**config.mk**
```make
export PLATFORM = sky130hd
export DESIGN_NAME = snake_head_stepper
export DESIGN_NICKNAME = d
export VERILOG_FILES = /design/src/rtl/snake_head_stepper_pkg.sv /design/src/rtl/snake_head_stepper_tick_divider.sv /design/src/rtl/snake_head_stepper.sv
export SDC_FILE = /design/constraint.sdc
export NUM_CORES = 1
export LEC_CHECK = 0
export ABC_CLOCK_PERIOD_IN_PS = 3860
export BUFFER_PORTS_ARGS = -buffer_cell sky130_fd_sc_hd__buf_2
export CORE_ASPECT_RATIO = 0.8
export CORE_MARGIN = 1.5
export CORE_UTILIZATION = 24
export DETAILED_ROUTE_END_ITERATION = 10
export SLEW_MARGIN = 25
export SYNTH_ARGS = -nofsm -noshare
export SYNTH_HDL_FRONTEND = slang
export SYNTH_SLANG_ARGS = --single-unit
```
**constraint.sdc**
```tcl
create_clock -name clk -period 3.86 [get_ports clk]
set_input_delay 0.772 -clock clk [delete_from_list [all_inputs] [get_ports clk]]
set_output_delay 0.772 -clock clk [all_outputs]
set_load 0.02 [all_outputs]
```
**src/rtl/snake_head_stepper_pkg.sv**
```systemverilog
// Shared types and helpers for the snake head stepper: direction encoding,
// grid geometry and the wrap-around move on the 8x8 board.
package snake_head_stepper_pkg;

  localparam int GRID_BITS = 3;
  localparam int POS_W     = 2 * GRID_BITS;

  typedef enum logic [1:0] {
    DIR_UP    = 2'b00,
    DIR_RIGHT = 2'b01,
    DIR_DOWN  = 2'b10,
    DIR_LEFT  = 2'b11
  } dir_e;

  function automatic dir_e opposite(input dir_e d);
    return dir_e'(d ^ 2'b10);
  endfunction

  // Position is {y, x}; both fields wrap modulo the grid size.
  function automatic logic [POS_W-1:0] move_pos(input logic [POS_W-1:0] pos,
                                                input dir_e d);
    logic [GRID_BITS-1:0] x;
    logic [GRID_BITS-1:0] y;
    y = pos[POS_W-1:GRID_BITS];
    x = pos[GRID_BITS-1:0];
    unique case (d)
      DIR_UP:    y = y - GRID_BITS'(1);
      DIR_DOWN:  y = y + GRID_BITS'(1);
      DIR_RIGHT: x = x + GRID_BITS'(1);
      DIR_LEFT:  x = x - GRID_BITS'(1);
    endcase
    return {y, x};
  endfunction

endpackage

```
**src/rtl/snake_head_stepper_tick_divider.sv**
```systemverilog
// Game-tick divider: counts enabled clk cycles 0..DIV-1 and emits a registered
// one-cycle tick on the wrap edge; the count freezes while enable is low.
module snake_head_stepper_tick_divider #(
  parameter int DIV = 25_000_000
) (
  input  logic clk,
  input  logic reset,
  input  logic enable,
  output logic tick
);

  localparam int                CNT_W   = $clog2(DIV);
  localparam logic [CNT_W-1:0]  CNT_MAX = CNT_W'(DIV - 1);

  logic [CNT_W-1:0] cnt_q, cnt_d;
  logic             tick_q, tick_d;

  always_comb begin
    cnt_d  = cnt_q;
    tick_d = 1'b0;
    if (enable) begin
      if (cnt_q == CNT_MAX) begin
        cnt_d  = '0;
        tick_d = 1'b1;
      end else begin
        cnt_d = cnt_q + CNT_W'(1);
      end
    end
  end

  always_ff @(posedge clk or posedge reset) begin
    if (reset) begin
      cnt_q  <= '0;
      tick_q <= 1'b0;
    end else begin
      cnt_q  <= cnt_d;
      tick_q <= tick_d;
    end
  end

  assign tick = tick_q;

endmodule

```
**src/rtl/snake_head_stepper.sv**
```systemverilog
// Next-state generator for the snake head register: latches button requests,
// rejects reversals, and moves the head one cell on each game tick.
module snake_head_stepper
  import snake_head_stepper_pkg::*;
#(
  parameter int         TICK_DIV  = 25_000_000,
  parameter logic [1:0] START_DIR = 2'b01
) (
  input  logic             clk,
  input  logic             reset,
  input  logic             enable,
  input  logic             btn_up,
  input  logic             btn_right,
  input  logic             btn_down,
  input  logic             btn_left,
  input  logic [POS_W-1:0] cur_pos,
  output logic [POS_W-1:0] next_pos,
  output logic             step,
  output logic [1:0]       dir
);

  logic [3:0] btn, btn_q, btn_d, rise;
  dir_e       dir_q, dir_d, pend_q, pend_d;
  dir_e       win, dir_nxt;
  logic       win_vld;

  snake_head_stepper_tick_divider #(.DIV(TICK_DIV)) u_tick_divider (
    .clk    (clk),
    .reset  (reset),
    .enable (enable),
    .tick   (step)
  );

  assign btn  = {btn_up, btn_right, btn_down, btn_left};
  assign rise = btn & ~btn_q;

  always_comb begin
    win_vld = |rise;
    win     = DIR_UP;
    if (rise[3])      win = DIR_UP;
    else if (rise[2]) win = DIR_RIGHT;
    else if (rise[1]) win = DIR_DOWN;
    else if (rise[0]) win = DIR_LEFT;
  end

  always_ff @(posedge clk or posedge reset) begin
    if (reset) begin
      btn_q  <= 4'b0;
      dir_q  <= dir_e'(START_DIR);
      pend_q <= dir_e'(START_DIR);
    end else begin
      btn_q  <= btn_d;
      dir_q  <= dir_d;
      pend_q <= pend_d;
    end
  end

  // On a step edge the pending direction becomes the committed one, so
  // reversal is judged against what dir will be after this edge.
  always_comb begin
    btn_d   = btn;
    dir_nxt = step ? pend_q : dir_q;
    dir_d   = dir_nxt;
    pend_d  = pend_q;
    if (win_vld && (win != opposite(dir_nxt))) pend_d = win;
  end

  always_comb begin
    next_pos = step ? move_pos(cur_pos, pend_q) : cur_pos;
    dir      = dir_q;
  end

endmodule

```
== After elaboration in Yosys (flattened, before gate mapping) ==
Cells that the tools add are included.
Storage, ports and cells
  bits in latches: 0
  bits of input ports: 13
  ROM bits: 0
  memories: 0
  logic and storage cells: 32
  RAM bits: 0
  bits in registers: 34
Operators by class
  multiply operators: 0
  multiplexer cells: 11
  reductions and logical operators: 3
  shifts and indexed selects: 0
  equality and inequality tests: 5
  $add $sub $neg: 5
  div/mod/pow operators: 0
  $lt $le $gt $ge: 0
  bitwise operators: 3
Operators with widths (number)
  $add A25 B1 Y25 const B: 1
  $eq A25 B25 Y1 const B: 1
  $mux W25: 1
  $pmux W3 S2: 2
  $mux W2: 5
  $add A3 B1 Y3 const B: 2
  $mux W6: 1
  $sub A3 B1 Y3 const B: 2
  $and A4 B4 Y4: 1
  $eq A2 B2 Y1 const B: 2
  $not A4 Y4: 1
  $reduce_or A4 Y1: 1
  $eq A2 B1 Y1 const B: 1
  $logic_not A2 Y1: 1
  $mux W1: 2
  $ne A2 B2 Y1: 1
  $logic_and A1 B1 Y1: 1
  $not A1 Y1: 1

== Logic depth before layout (Yosys ltp) ==
Gate-level depths: netlist of the first run.
  depth after elaboration: 8
  mapped depth: 7
  depth with buffers taken out: 6

== Cells and area by module ==
From an unflattened synthesis of the first run, not the netlist that was laid out.
Unflattened totals
  cells, all modules: 184
  area total of the unflattened synthesis: 1896.8 um^2
Modules (own cells, without submodules)
  snake_head_stepper_tick_divider: area each 1348.8 um^2, times used 1, cells each 127
  snake_head_stepper: area each 548.0 um^2, times used 1, cells each 57

== Worst setup path before layout of the first run ==
No wires, ideal clock.
  kind: in2out
  from: input port cur_pos[1]
  to: output port next_pos[2]
  slack: 1231 ps
  required time: 3088 ps
  buffers on the path: 0
  cell stages on the path: 5
  arrival: 1857 ps
  cell sequence: inv_1 fa_1 xor2_1 nor2_1 xor2_1
On the way
  word-level cells in the longest chain between the ends: 3
  elaborated cells on any way between the ends: 4
  those cells by class: add/sub (2); mux (2)
RTL lines
  from (decl): line snake_head_stepper.sv:16  | input logic [POS_W-1:0] cur_pos,
  $sub A3 B1 Y3 or $add A3 B1 Y3 (tied branches): line snake_head_stepper_pkg.sv:30, snake_head_stepper_pkg.sv:29
  $pmux W3 S2 (*): line snake_head_stepper_pkg.sv:26  | unique case (d)
  $mux W6 (*): line snake_head_stepper.sv:69  | next_pos = step ? move_pos(cur_pos, pend_q) : cur_pos;
  to (decl): line snake_head_stepper.sv:17  | output logic [POS_W-1:0] next_pos,
Every way passes the cells marked *; elsewhere a longest branch is shown, timed or not.

== Worst setup path after layout of the first run ==
  from: register pend_q[0]
  to: output port next_pos[2]
On the way
  word-level cells in the longest chain between the ends: 3
  elaborated cells on any way between the ends: 4
  those cells by class: eq/ne (2); mux (2)
RTL lines
  from (decl): line snake_head_stepper.sv:23  | dir_e dir_q, dir_d, pend_q, pend_d;
  from (signal assigned): line snake_head_stepper.sv:50  | pend_q <= dir_e'(START_DIR);
  from (signal assigned): line snake_head_stepper.sv:54  | pend_q <= pend_d;
  $eq A2 B2 Y1 or $eq A2 B1 Y1 (tied branches): line snake_head_stepper_pkg.sv:26
  $pmux W3 S2 (*): line snake_head_stepper_pkg.sv:26
  $mux W6 (*): line snake_head_stepper.sv:69
Marked as above.

==> results_dict.tcl, run 1 <==
set metrics [dict create \
    outcome "complete, no violations" \
    setup_viol 0 \
    antenna_found_initial 0 \
    ir_drop_uv 191 \
    start_util_pct 25.2 \
    grt_util_all_layers_pct 9.80 \
    period_needed_ns 2.71 \
    vias 1438 \
    worst_ep_arrival_time_ns 1.94 \
    rows 28 \
    first_global_vias 1334 \
    fin_setup_tns_ns 0 \
    seqCellArea_um2 853 \
    yosysUniqueCellTypes 43 \
    grt_pass1_wl_mm 6.30 \
    cp-end-kind "output port" \
    cts_root_buffer "clkbuf_8" \
    core_region_area_um2 7530 \
    maxCapViolations 0 \
    min_path_type "reg2reg" \
    final.period_utilization_pct 70.3 \
    drc 0 \
    area_delta_synth_final_pct 16.9 \
    postSynthCellCount 193 \
    insertion_delay_ns 0.28 \
    worstMarginPinSlew_ns 0.575 \
    hold_viol 0 \
    crit_type "reg2out" \
    diodes 0 \
    synth.most_common_cell "dfrtp_1" \
    synth_warnings 0 \
    skew_ns 0.00561 \
    multi_input_area_um2 992 \
    syn_avg_cell_area_um2 9.83 \
    grt_max_degree 35 \
    async_flop_share_pct 100 \
    yosysSeqAreaShare_pct 45.0 \
    p_per_area_nw_per_um2 357 \
    synth-edff-count 0 \
    yosys-top-cells-area "dfrtp_1 (42%), xnor2_1 (5.1%), xor2_1 (4.2%)" \
    clkTransAtPathRegs_ns 0.07 \
    crit_path_max_fanout 6 \
    final_nets 234 \
    antenna_left 0 \
    cp.required_ns 3.09 \
    io_pins 22 \
    post_cts_buffers 0 \
    ys_ff_latch 34 \
    syn-cell-area_um2 1900 \
    clock_path_buffers 2 \
    die_h_um 82.5 \
    rsz0062_at_grt "false" \
    fill_cells 792 \
    start_kind "register" \
    ctsHoldBuffers 0 \
    cts_buffers 5 \
    grt.overflow.total 0 \
    fmax_ghz 0.369 \
    clock-sinks 34 \
    total_leakage_power_nw 0.991 \
    post_drt_wl_per_cell_um 11.5 \
    dieWidth_um 102 \
    io_buffers 21 \
    drt_iter0_drc 78 \
    place_hpwl_mm 2.69 \
    synth_ff_type "dfrtp_1" \
    wl_mm 3.72 \
    ys_top_cells_by_count "dfrtp_1 (32), nor2_1 (17), nand2_1 (16), xnor2_1 (11), nand3_1 (10)" \
    viasPerCell 4.44 \
    firstDrtPassIters 4 \
    finalHoldWorstSlack_ns 0.497 \
    h-tree-depth 2 \
    syn_nets 209 \
    drive_gt1_share_pct 19.6 \
    synth_top_area_share_pct 42.2 \
    maxSlewHeadroom_pct 61.4 \
    synth_area_leader_cell "dfrtp_1" \
    drv_slew 0 \
    place_congestion 0.777 \
    cts_tree "yes" \
    cts_resized 0 \
    die-area_um2 8450 \
]
critical path, stage by stage, from the launching register on:
cell and delay (ns):
dfstp_2 0.58, nand2_1 0.08, fa_1 0.41, xor2_1 0.15, nor2_1 0.12, xor2_1 0.14, buf_2 0.17
kinds of logic (layout without fill, tap and decap cells):
group           count (synthesis)  count (layout)  synth area share [%]
compound gates                 27              27                  9.10
xor+xnor                       20              20                  9.23
fa+ha+maj                       3               3                  2.77
buf+inv                        13              39                  2.77
flops                          34              34                  45.0
mux                             6               6                  3.36
simple gates                   90              90                  27.8
where the power goes:
group	switching (W)	leakage, nW	internal [W]
combinational	0.0000483	0.504	0.0000440
sequential	0.0000367	0.440	0.000387
clock	0.000133	0.0472	0.000143
total	0.000218	0.991	0.000574
layout make-up:
type                       instances  share of cell area (%)
inverter                           9                    1.52
sequential                        34                    38.5
multi-input combinational        146                    44.7
clock inverter                     2                   0.564
clock buffer                       6                    3.72
tap                              105                    5.92
timing repair buffer              22                    5.08
sequential cells by signal (all words and copies together), names as in the netlist:
register	cells
u_tick_divider.cnt_q	25
btn_q	4
dir	2
pend_q	2
u_tick_divider.tick	1
path summary, 6_finish.rpt:
path,startpoint,endpoint,slack [ns],depth (start not counted)
max in group asynchronous,reset,dir[0],2.96,3
hold / removal,u_tick_divider.cnt_q[17],u_tick_divider.cnt_q[17],0.50,1
hold reg to reg,u_tick_divider.cnt_q[17],u_tick_divider.cnt_q[17],0.50,1
setup reg to reg,u_tick_divider.cnt_q[0],u_tick_divider.cnt_q[19],1.62,6
min in group asynchronous,reset,u_tick_divider.cnt_q[7],0.57,3
setup / recovery,pend_q[0],next_pos[2],1.15,6
per-layer routing:
metal,vias up,routed length [um],track usage (%)
met5,-,0,0
met4,0,61,4.52
met3,4,143,2.78
met2,23,1540,14.2
met1,686,1980,13.4
li1,725,-,-
per-stage QoR:
stage	cells	area (um^2)	util (%)	power, W	worst slack [ns]
global placement	316	2120	28.2	0.000521	1.19
detailed placement	316	2120	28.2	0.000525	1.15
CTS	324	2220	29.5	0.000805	1.13
floorplan	193	1900	-	0.000492	1.23
finish	324	2220	29.5	0.000793	1.15
global route	324	2220	29.5	0.000839	1.02
placed cells by master (no fill, tap or decap), drive strengths merged, types with 3 or more instances in the layout:
| master | count |
|---|---|
| dfrtp | 32 |
| buf | 22 |
| and3 | 8 |
| clkbuf | 6 |
| mux2 | 3 |
| inv | 9 |
| nor2 | 17 |
| o21a | 3 |
| xor2 | 9 |
| and4 | 4 |
| nand2b | 5 |
| xnor2 | 11 |
| nand3 | 10 |
| nor3 | 4 |
| nand2 | 16 |
| nand4 | 7 |
| a21oi | 6 |
| nor4 | 3 |
| mux2i | 3 |
| and2 | 3 |
| o21ai | 9 |
| or3 | 3 |
| nor2b | 4 |
Power figures use the tool's default switching activity.
==> run 2, diff against run 1 <==
- ABC_AREA: not set -> 1
- ABC_CLOCK_PERIOD_IN_PS: 3860 -> 2800
- clock period: 3.86 -> 2.8 ns (I/O delays scaled with it)
==> results_dict.tcl, run 2 <==
set metrics [dict create \
    outcome "complete, no violations" \
    start_kind "register" \
    die-area_um2 9720 \
    grt_max_degree 23 \
    min_path_type "in2async" \
    yosysSeqAreaShare_pct 38.9 \
    wl_mm 4.37 \
    async_flop_share_pct 100 \
    grt.overflow.total 0 \
    ys_top_cells_by_count "nand2_1 (87), inv_1 (52), nor2_1 (34), dfrtp_1 (32), nand3_1 (21)" \
    drt_iter0_drc 83 \
    clock-sinks 34 \
    top_register "u_tick_divider.cnt_q" \
    syn_nets 322 \
    h-tree-depth 2 \
    maxCapViolations 0 \
    cts_buffers 5 \
    final_area_um2 2580 \
    vias 1848 \
    syn_avg_cell_area_um2 7.17 \
    clkTransAtPathRegs_ns 0.05 \
    grt_pass1_wl_mm 7.61 \
    setup_viol 0 \
    layout_commonest_cell "nand2_1" \
    multi_input_area_um2 1110 \
    viasPerCell 4.14 \
    fill_cells 914 \
    synth_warnings 0 \
    place_hpwl_mm 3.43 \
    post_cts_buffers 0 \
    ir_drop_uv 176 \
    crit_path_max_fanout 4 \
    seqCellArea_um2 853 \
    cts_tree "yes" \
    ctsHoldBuffers 0 \
    cp-end-kind "output port" \
    diodes 0 \
    final_cells 446 \
    core_region_area_um2 8670 \
    p_per_area_nw_per_um2 560 \
    period_needed_ns 2.42 \
    ys_ff_latch 34 \
    place_congestion 0.903 \
    hold_viol 0 \
    grt_util_all_layers_pct 10.2 \
    antenna_found_initial 0 \
    postSynthCellCount 306 \
    cp.required_ns 2.24 \
    largest_register_ffs 25 \
    io_pins 22 \
    synth.most_common_cell "nand2_1" \
    yosysUniqueCellTypes 27 \
    placed_cells 438 \
    area_delta_synth_final_pct 17.5 \
    synth_area_leader_cell "dfrtp_1" \
    drive_gt1_share_pct 19.8 \
    dieWidth_um 110 \
    synth_ff_type "dfrtp_1" \
    reg_top3 "u_tick_divider.cnt_q x25, btn_q x4" \
    fin_setup_tns_ns 0 \
    synth-edff-count 0 \
    antenna_left 0 \
    worst_ep_arrival_time_ns 1.86 \
    crit_type "reg2out" \
    first_global_vias 1644 \
    skew_ns 0.00721 \
    clock_path_buffers 2 \
    placed_area_um2 2430 \
    total_leakage_power_nw 1.37 \
    cts_root_buffer "clkbuf_16" \
    maxSlewHeadroom_pct 66.6 \
    final.period_utilization_pct 86.5 \
    rows 30 \
    yosys-top-cells-area "dfrtp_1 (37%), nand2_1 (15%), inv_1 (8.9%)" \
    finalHoldWorstSlack_ns 0.302 \
    cts_resized 0 \
    io_buffers 21 \
    rsz0062_at_grt "false" \
    post_drt_wl_per_cell_um 9.79 \
    syn-cell-area_um2 2190 \
    drc 0 \
    drv_slew 0 \
    start_util_pct 25.3 \
    finish.utilization_pct 29.7 \
    fmax_ghz 0.413 \
    insertion_delay_ns 0.28 \
    synth_top_area_share_pct 36.5 \
    most-common-layout-cells "nand2_1 (87), inv_1 (52), nor2_1 (34), dfrtp_1 (32)" \
    final_nets 349 \
    die_h_um 88.5 \
    worstMarginPinSlew_ns 0.501 \
    firstDrtPassIters 4 \
]
## run 2: metrics by stage
stage | setup WS [ns] | power, W
after global placement | 0.569 | 0.000903
final | 0.379 | 0.00144
after detailed placement | 0.550 | 0.000910
after floorplan | 0.601 | 0.000844
after global routing | 0.224 | 0.00154
after CTS | 0.359 | 0.00146
## run 2: metal layers
layer	wire (um)	vias to the layer above	track usage (%)
li1	-	986	-
met1	2200	822	14.2
met2	1890	35	14.6
met3	213	5	3.09
met4	70	0	4.01
met5	0	-	0
## run 2: cell type report
class | count | area share (%)
inverters | 57 | 8.30
multi-input cells | 213 | 43.1
well taps | 112 | 5.44
repair buffers | 22 | 4.37
flip-flops and latches | 34 | 33.1
clock buffers | 8 | 5.68
## run 2: kinds of logic after synthesis
logic type / count (synthesis) / synth area share (%)
buffers and inverters: 59 / 10.5
AOI/OAI and AO/OA: 11 / 2.62
DFF: 34 / 38.9
xor gates and xnor gates: 9 / 3.59
and+or+nand+nor: 190 / 42.0
adders and majority gates: 3 / 2.40
## run 2: critical path, cell delays in order (launching register included)
cell     delay [ns]
dfstp_2        0.54
nand2_1        0.08
fa_1           0.41
a21oi_1        0.14
o21ai_0        0.11
xnor2_1        0.13
buf_2          0.18
## run 2: power by group
group	leakage (nW)	switching, W	internal, W
registers	0.399	0.0000662	0.000554
logic	0.900	0.000174	0.000106
clock network	0.0712	0.000188	0.000354
## run 2: worst paths after layout
kind                                          start                        to  slack [ns]  cells past startpoint
max in group asynchronous                     reset                 pend_q[0]        1.78                      3
min in group clk                          btn_right                  btn_q[2]        0.41                      1
max reg2reg                u_tick_divider.cnt_q[21]  u_tick_divider.cnt_q[21]        1.19                      7
min                                           reset  u_tick_divider.cnt_q[21]        0.30                      2
max                                       pend_q[0]               next_pos[2]        0.38                      6
min reg2reg                               pend_q[0]                 pend_q[0]        0.48                      2
